## config.mk

```make
export PLATFORM = sky130hd
export DESIGN_NAME = lcd_read
export DESIGN_NICKNAME = d
export VERILOG_FILES = /design/src/rtl/lcd_pkg.sv /design/src/rtl/lcd_phase_timer.sv /design/src/rtl/lcd_read.sv
export SDC_FILE = /design/constraint.sdc
export NUM_CORES = 1
export LEC_CHECK = 0
export ABC_AREA = 1
export CAP_MARGIN = 5
export CORE_MARGIN = 5
export CORE_UTILIZATION = 42
export DETAILED_ROUTE_END_ITERATION = 10
export MAX_ROUTING_LAYER = met4
export PLACE_DENSITY = 0.75
export SETUP_SLACK_MARGIN = 0.4
export SYNTH_ARGS = -nofsm -noshare
export SYNTH_HDL_FRONTEND = slang
export SYNTH_HIERARCHICAL = 1
export SYNTH_SLANG_ARGS = --single-unit
```

## constraint.sdc

```tcl
create_clock -name iCLK -period 2.2 [get_ports iCLK]
set_input_delay 0.33 -clock iCLK [delete_from_list [all_inputs] [get_ports iCLK]]
set_output_delay 0.33 -clock iCLK [all_outputs]
set_load 0.01 [all_outputs]
```

## src/rtl/lcd_pkg.sv

```systemverilog
// Shared types and timing defaults for the HD44780 character-LCD read engine.
package lcd_pkg;

    localparam int unsigned T_AS_DEF      = 3;
    localparam int unsigned T_EN_DEF      = 13;
    localparam int unsigned T_HOLD_DEF    = 2;
    localparam int unsigned T_REC_DEF     = 12;
    localparam int unsigned MAX_POLLS_DEF = 255;

    localparam int unsigned DATA_W = 8;
    localparam int unsigned BF_BIT = 7;
    localparam int unsigned ADDR_W = 7;
    localparam int unsigned TMR_W  = 8;
    localparam int unsigned POLL_W = 8;

    typedef enum logic [2:0] {
        ST_IDLE,
        ST_REQ,
        ST_SETUP,
        ST_EN_HI,
        ST_HOLD,
        ST_RECOV,
        ST_DONE
    } state_t;

    // States in which RW/RS are actually driven onto the granted bus.
    function automatic logic bus_phase(state_t s);
        return (s == ST_SETUP) || (s == ST_EN_HI) || (s == ST_HOLD) || (s == ST_RECOV);
    endfunction

endpackage

```

## src/rtl/lcd_phase_timer.sv

```systemverilog
// Per-phase down-counter: loaded on state entry, tc_c high once the phase has run its length.
module lcd_phase_timer
    import lcd_pkg::*;
(
    input  logic             clk,
    input  logic             rst,
    input  logic             load,
    input  logic [TMR_W-1:0] load_val,
    output logic             tc_c
);

    logic [TMR_W-1:0] cnt;

    always_ff @(posedge clk) begin
        if (rst) begin
            cnt <= '0;
        end else if (load) begin
            cnt <= load_val;
        end else if (cnt != '0) begin
            cnt <= cnt - TMR_W'(1);
        end
    end

    assign tc_c = (cnt == '0);

endmodule

```

## src/rtl/lcd_read.sv

```systemverilog
// HD44780 read engine (RW=1 cycles) with optional busy-flag polling.
// Define LCD_READ_POLL_TIMEOUT_EN to bound polling by MAX_POLLS and report oTIMEOUT.
module lcd_read
    import lcd_pkg::*;
#(
    parameter int unsigned T_AS   = T_AS_DEF,
    parameter int unsigned T_EN   = T_EN_DEF,
    parameter int unsigned T_HOLD = T_HOLD_DEF,
    parameter int unsigned T_REC  = T_REC_DEF
`ifdef LCD_READ_POLL_TIMEOUT_EN
    ,
    parameter int unsigned MAX_POLLS = MAX_POLLS_DEF
`endif
) (
    input  logic              iCLK,
    input  logic              iRST,
    input  logic              iSTART,
    input  logic              iRS,
    input  logic              iPOLL,
    output logic              oBUSY,
    output logic              oDONE,
    output logic [DATA_W-1:0] oDATA,
    output logic              oBF,
    output logic [ADDR_W-1:0] oADDR,
    output logic              oTIMEOUT,
    output logic              oBUS_REQ,
    input  logic              iBUS_GNT,
    inout  wire  [DATA_W-1:0] LCD_DATA,
    output logic              LCD_RW,
    output logic              LCD_EN,
    output logic              LCD_RS
);

    state_t            state, state_nxt;
    logic              rs_q, poll_q;
    logic [DATA_W-1:0] data_q;
    logic              load_c, tc_c, capture_c, accept_c, more_c;
    logic [TMR_W-1:0]  load_val_c;

    assign LCD_DATA  = {DATA_W{1'bz}};
    assign accept_c  = (state == ST_IDLE) && iSTART;
    assign capture_c = (state == ST_EN_HI) && tc_c;

    lcd_phase_timer u_timer (
        .clk      (iCLK),
        .rst      (iRST),
        .load     (load_c),
        .load_val (load_val_c),
        .tc_c     (tc_c)
    );

    // Next state plus timer reload on every state entry.
    always_comb begin
        state_nxt  = state;
        load_c     = 1'b0;
        load_val_c = '0;
        case (state)
            ST_IDLE:  if (iSTART)   state_nxt = ST_REQ;
            ST_REQ:   if (iBUS_GNT) state_nxt = ST_SETUP;
            ST_SETUP: if (tc_c)     state_nxt = ST_EN_HI;
            ST_EN_HI: if (tc_c)     state_nxt = ST_HOLD;
            ST_HOLD:  if (tc_c)     state_nxt = ST_RECOV;
            ST_RECOV: if (tc_c)     state_nxt = more_c ? ST_SETUP : ST_DONE;
            ST_DONE:                state_nxt = ST_IDLE;
            default:                state_nxt = ST_IDLE;
        endcase
        if (state_nxt != state) begin
            load_c = 1'b1;
            case (state_nxt)
                ST_SETUP: load_val_c = TMR_W'(T_AS - 1);
                ST_EN_HI: load_val_c = TMR_W'(T_EN - 1);
                ST_HOLD:  load_val_c = TMR_W'(T_HOLD - 1);
                ST_RECOV: load_val_c = TMR_W'(T_REC - 1);
                default:  load_val_c = '0;
            endcase
        end
    end

    // Outputs are registered from the next state so they line up with the state register.
    always_ff @(posedge iCLK) begin
        if (iRST) begin
            state    <= ST_IDLE;
            rs_q     <= 1'b0;
            poll_q   <= 1'b0;
            oBUSY    <= 1'b0;
            oDONE    <= 1'b0;
            oBUS_REQ <= 1'b0;
            LCD_RW   <= 1'b0;
            LCD_EN   <= 1'b0;
            LCD_RS   <= 1'b0;
        end else begin
            state <= state_nxt;
            if (accept_c) begin
                rs_q   <= iRS;
                poll_q <= iPOLL;
            end
            oBUSY    <= (state_nxt != ST_IDLE);
            oDONE    <= (state_nxt == ST_DONE);
            oBUS_REQ <= (state_nxt == ST_REQ) || bus_phase(state_nxt);
            LCD_RW   <= bus_phase(state_nxt);
            LCD_EN   <= (state_nxt == ST_EN_HI);
            LCD_RS   <= bus_phase(state_nxt) && (accept_c ? iRS : rs_q);
        end
    end

    // The last good byte survives a reset; an aborted read never overwrites it.
    always_ff @(posedge iCLK) begin
        if (!iRST && capture_c) begin
            data_q <= LCD_DATA;
        end
    end

    assign oDATA = data_q;
    assign oBF   = data_q[BF_BIT];
    assign oADDR = data_q[ADDR_W-1:0];

`ifdef LCD_READ_POLL_TIMEOUT_EN
    logic [POLL_W-1:0] polls_q;
    logic              timeout_q;

    assign more_c = poll_q && !rs_q && data_q[BF_BIT] && (polls_q < POLL_W'(MAX_POLLS));

    always_ff @(posedge iCLK) begin
        if (iRST) begin
            polls_q   <= '0;
            timeout_q <= 1'b0;
        end else begin
            if (accept_c) begin
                polls_q <= '0;
            end else if (capture_c && (polls_q != POLL_W'(MAX_POLLS))) begin
                polls_q <= polls_q + POLL_W'(1);
            end
            // Reaching DONE with BF still set while polling can only mean the limit hit.
            if (accept_c) begin
                timeout_q <= 1'b0;
            end else if ((state == ST_RECOV) && tc_c && !more_c
                         && poll_q && !rs_q && data_q[BF_BIT]) begin
                timeout_q <= 1'b1;
            end
        end
    end

    assign oTIMEOUT = timeout_q;
`else
    assign more_c   = poll_q && !rs_q && data_q[BF_BIT];
    assign oTIMEOUT = 1'b0;
`endif

endmodule

```

==> key figures <==
Die
  • Row cnt: 20
  • Chip width: approximately 65 um
  • Total Die Area: 4255 um2
  • Die Ht: around 65 um
  • Top Ports: 37
  • Core ar.: between 2000 and 3000 um2
  • Starting density of the core: a little over two fifths

Worst setup path
  • Crit-path cells: inv_2 -> ha_4 -> nand2_4 -> nor2_8 -> nand2_4 -> inv_2 -> nand2_4 -> nand2_4 -> nor2_4 -> ha_4 -> inv_4 -> nand3_2 -> nor2_1 -> nand2_1 -> o21ai_1 -> nor2_1 -> nor2_1
  • Stages on the worst setup path: 17
  • CP Buf/Inv Count: 3
  • CP delay by family, top: simple AND/OR/NAND/NOR gates
  • FF-to-FF Start: u_timer/cnt[1]$_SDFFE_PP0P_
  • CP Launch Type: register
  • Req. time, crit path: approximately 2.4 ns
  • Reg2reg end: u_timer/cnt[1]$_SDFFE_PP0P_
  • Worst Setup End Kind: register
  • Cell repeated most along the worst path: nand2_4
  • CP Launch Point: u_timer/cnt[1]$_SDFFE_PP0P_
  • Slowest CP cell: dfxtp_2
  • Kind of critical path: reg -> reg
  • Critical Path Sink: u_timer/cnt[1]$_SDFFE_PP0P_
  • CP arrival: about 2.2 ns
  • R2r setup slk: 0.24 ns
  • CP peak stage delay: ~0.35 ns
  • CP Max Fanout: 5
  • R2R cell count: 17

Route
  • Via density: 4.578
  • Routed Antenna Nets: 0
  • Drt drc: 0
  • DRT met1 WL: between 1000 and 1500 um
  • DR WL met2: ~1600 um
  • Via count: roughly 1.1k
  • DR pass1 iterations: 4
  • WL per Instance: 11.59 um
  • Drt total wl: a little under 3000 um
  • Met3 Routed Length: 86 um
  • Top sig layer: met4
  • DR iter-0 viols: 30

Global route
  • Initial antenna violation count: 0
  • Total Routing Usage GR: between 10% and 20%
  • GRT overflow: 0
  • Largest net degree at the start of global routing: 15
  • Wire length of the first global-routing pass: 4388 um
  • Vias in the first global route: 1043

Logic synthesis
  • Sequential area share after synthesis: 28.13%
  • Yosys Warn Count: 6
  • Top post-synthesis cells by area: dfxtp_1, buf_4, nand2_1
  • Leading area contributor after synthesis: dfxtp_1
  • Post-synth EDFFs: 0
  • Post-synthesis cell count: between 150 and 200
  • Top FF cell, synth: dfxtp_1
  • Post-synthesis sequential element count: 18
  • Top cell type's share of synthesized area: between 20 and 30%
  • Distinct cells, synth: 30
  • Cell Area, Synth: roughly 1300 um2
  • Asr flop ratio synth: 0%
  • Average instance area after synthesis: 7.001 um2

Timing
  • RSZ-0062 raised after global routing: true
  • Final min period: slightly below 2 ns
  • Final period util: roughly nine tenths
  • Pins over their slew limit: 0
  • Final Skew: 0.0007302 ns
  • Final hold vios: 0
  • Relative slew margins: 59.18%
  • Final setup fails: 0
  • Fmax: about 0.51 GHz
  • Worst-margin pin slew: 0.6103 ns
  • Setup TNS: 0 ns

Cells and area
  • P&R area growth vs syn: 30.76%
  • Fin nets: around 230
  • Final instance area: ~1700 um2
  • Antenna cells: 0
  • Filler instances: roughly 270
  • Layout cells sized above 1: 34.86%
  • Post-layout util: between 50% and 60%

Min path
  • HP Class: reg -> reg

Clocking
  • Clk root buf: clkbuf_4
  • Post-CTS Hold Fix Bufs: 0
  • # clock sinks: 18
  • H-tree levels: 1
  • Clock buffer depth: 2
  • TritonCTS buffer count: 3
  • Clk_lat worst skew: 0.29 ns
  • Clk slew on worst S/H paths: roughly 0.11 ns
  • CTS tree: yes

Power and ir drop
  • Total power: between 1.5 and 2 mW
  • Int Pwr: 1.071 mW
  • Switching Fraction: about 45%
  • Maximum vdd ir drop: between 0.5 and 0.6 mV
  • Static leakage: 0.8408 nW
  • PwrDens: 1159 nW/um2
  • Reg power frac: roughly 25%
  • Logic pwr share: around 64%
  • Switch Pwr: roughly 0.87 mW
  • Clock share of power: between 10% and 20%

Outcome
  • Status: complete, no violations

Placed design
  • Final HPWL DP: about 1900 um
  • Routability cong.: 0.8690
  • I/O Buffers: 10
  • Area after DPL: approximately 1400 um2

Run
  • Max-cap violations: 0
==> cells by family (layout without fill, tap and decap cells) <==
family / Yosys count / count (layout) / share of synthesized area [%]
AO/OA/AOI/OAI: 16 / 16 / 6.738
XOR/XNOR: 3 / 3 / 2.051
adder cells (fa/ha/maj): 2 / 2 / 1.953
buffers and inverters: 52 / 58 / 24.22
flip-flops: 18 / 18 / 28.13
other: 1 / 29 / 0.2927
AND/OR/NAND/NOR: 91 / 92 / 36.62
==> Yosys cell counts (3+ instances only) <==
master   number
nand2_1      29
buf_4        25
nor2_1       24
dfxtp_1      18
inv_1        16
nand3_1       9
nand2_2       6
nand4_1       6
inv_2         5
nor3_1        5
o21ai_1       5
a21oi_1       4
nand3_2       4
a31oi_1       3
nor2_2        3
o21ai_0       3
==> layout by cell type, fill, tap and decap left out, drive strengths merged <==
cell / n
nor4: 1
inv: 22
a31oi: 3
nand2: 35
nor3: 5
clkdlybuf4s50: 10
xor2: 1
dfxtp: 18
conb: 29
ha: 2
nand3: 15
nand4: 6
o21ai: 8
buf: 21
a21oi: 4
nor2: 30
clkinv: 1
o211ai: 1
clkbuf: 4
xnor2: 2
==> layout make-up <==
| cell class | instances | area (um2) | area share, % |
|---|---|---|---|
| repair buffers | 31 | 257.7 | 15.38 |
| multi-input cells | 142 | 877.1 | 52.35 |
| clock buffers | 4 | 36.28 | 2.166 |
| inverters | 23 | 98.84 | 5.900 |
| well taps | 33 | 41.29 | 2.465 |
| flip-flops and latches | 18 | 364.1 | 21.73 |
==> metrics by stage <==
step	setup WS, ns	instances	hold slack [ns]
after detailed placement	0.08365	230	0.5054
after global routing	0.1366	251	0.5965
after global placement	0.08007	230	0.4922
after CTS	0.2466	245	0.5136
final	0.2396	251	0.5415
after floorplan	0.2992	211	0.3991
==> sequential cells by signal, summed over array words and instances (netlist names) <==
| register | count |
|---|---|
| u_timer/cnt | 8 |
| LCD_RS | 1 |
| oDONE | 1 |
| rs_q | 1 |
| oBUS_REQ | 1 |
| state | 3 |
| LCD_RW | 1 |
| LCD_EN | 1 |
| oBUSY | 1 |
==> power groups by stage <==
| stage | Clock [mW] | Combinational, mW | Sequential (mW) |
|---|---|---|---|
| 2_1_floorplan | 0 | 0.760 | 0.468 |
| 3_3_place_gp | 0 | 0.865 | 0.480 |
| 3_5_place_dp | 0 | 0.879 | 0.482 |
| 4_1_cts | 0.219 | 1.03 | 0.476 |
| 5_1_grt | 0.234 | 1.36 | 0.500 |
| 6_report | 0.208 | 1.24 | 0.493 |
==> tightest hold or removal path: stages, from the launching register on <==
cell and delay [ns]:
dfxtp_1 0.33, a31oi_1 0.04, nor3_1 0.12
==> worst min path at each step <==
stage	start	end	slack, ns	depth (start not counted)
floorplan	iRST	u_timer/cnt[3]$_SDFFE_PP0P_	0.40	1
global placement	u_timer/cnt[0]$_SDFFE_PP0P_	u_timer/cnt[0]$_SDFFE_PP0P_	0.49	2
detailed placement	u_timer/cnt[0]$_SDFFE_PP0P_	u_timer/cnt[0]$_SDFFE_PP0P_	0.51	2
CTS	u_timer/cnt[0]$_SDFFE_PP0P_	u_timer/cnt[0]$_SDFFE_PP0P_	0.51	2
global route	rs_q$_SDFF_PP0_	rs_q$_SDFF_PP0_	0.60	2
finish	rs_q$_SDFF_PP0_	rs_q$_SDFF_PP0_	0.54	2
==> routing by layer <==
layer  vias up  global-route usage, %
li1        598                      -
met1       528                  14.81
met2        16                  24.65
met3         7                  3.248
met4         0                  1.554
met5         -                      -
==> timing repair <==
item	in CTS	in global routing
gates cloned	1	0
setup endpoints to repair	10	11
buffers inserted	10	6
endpoints found under the hold margin	0	0
pin swaps	17	19
resized for setup	9	25
(Power assumes the default switching activity.)
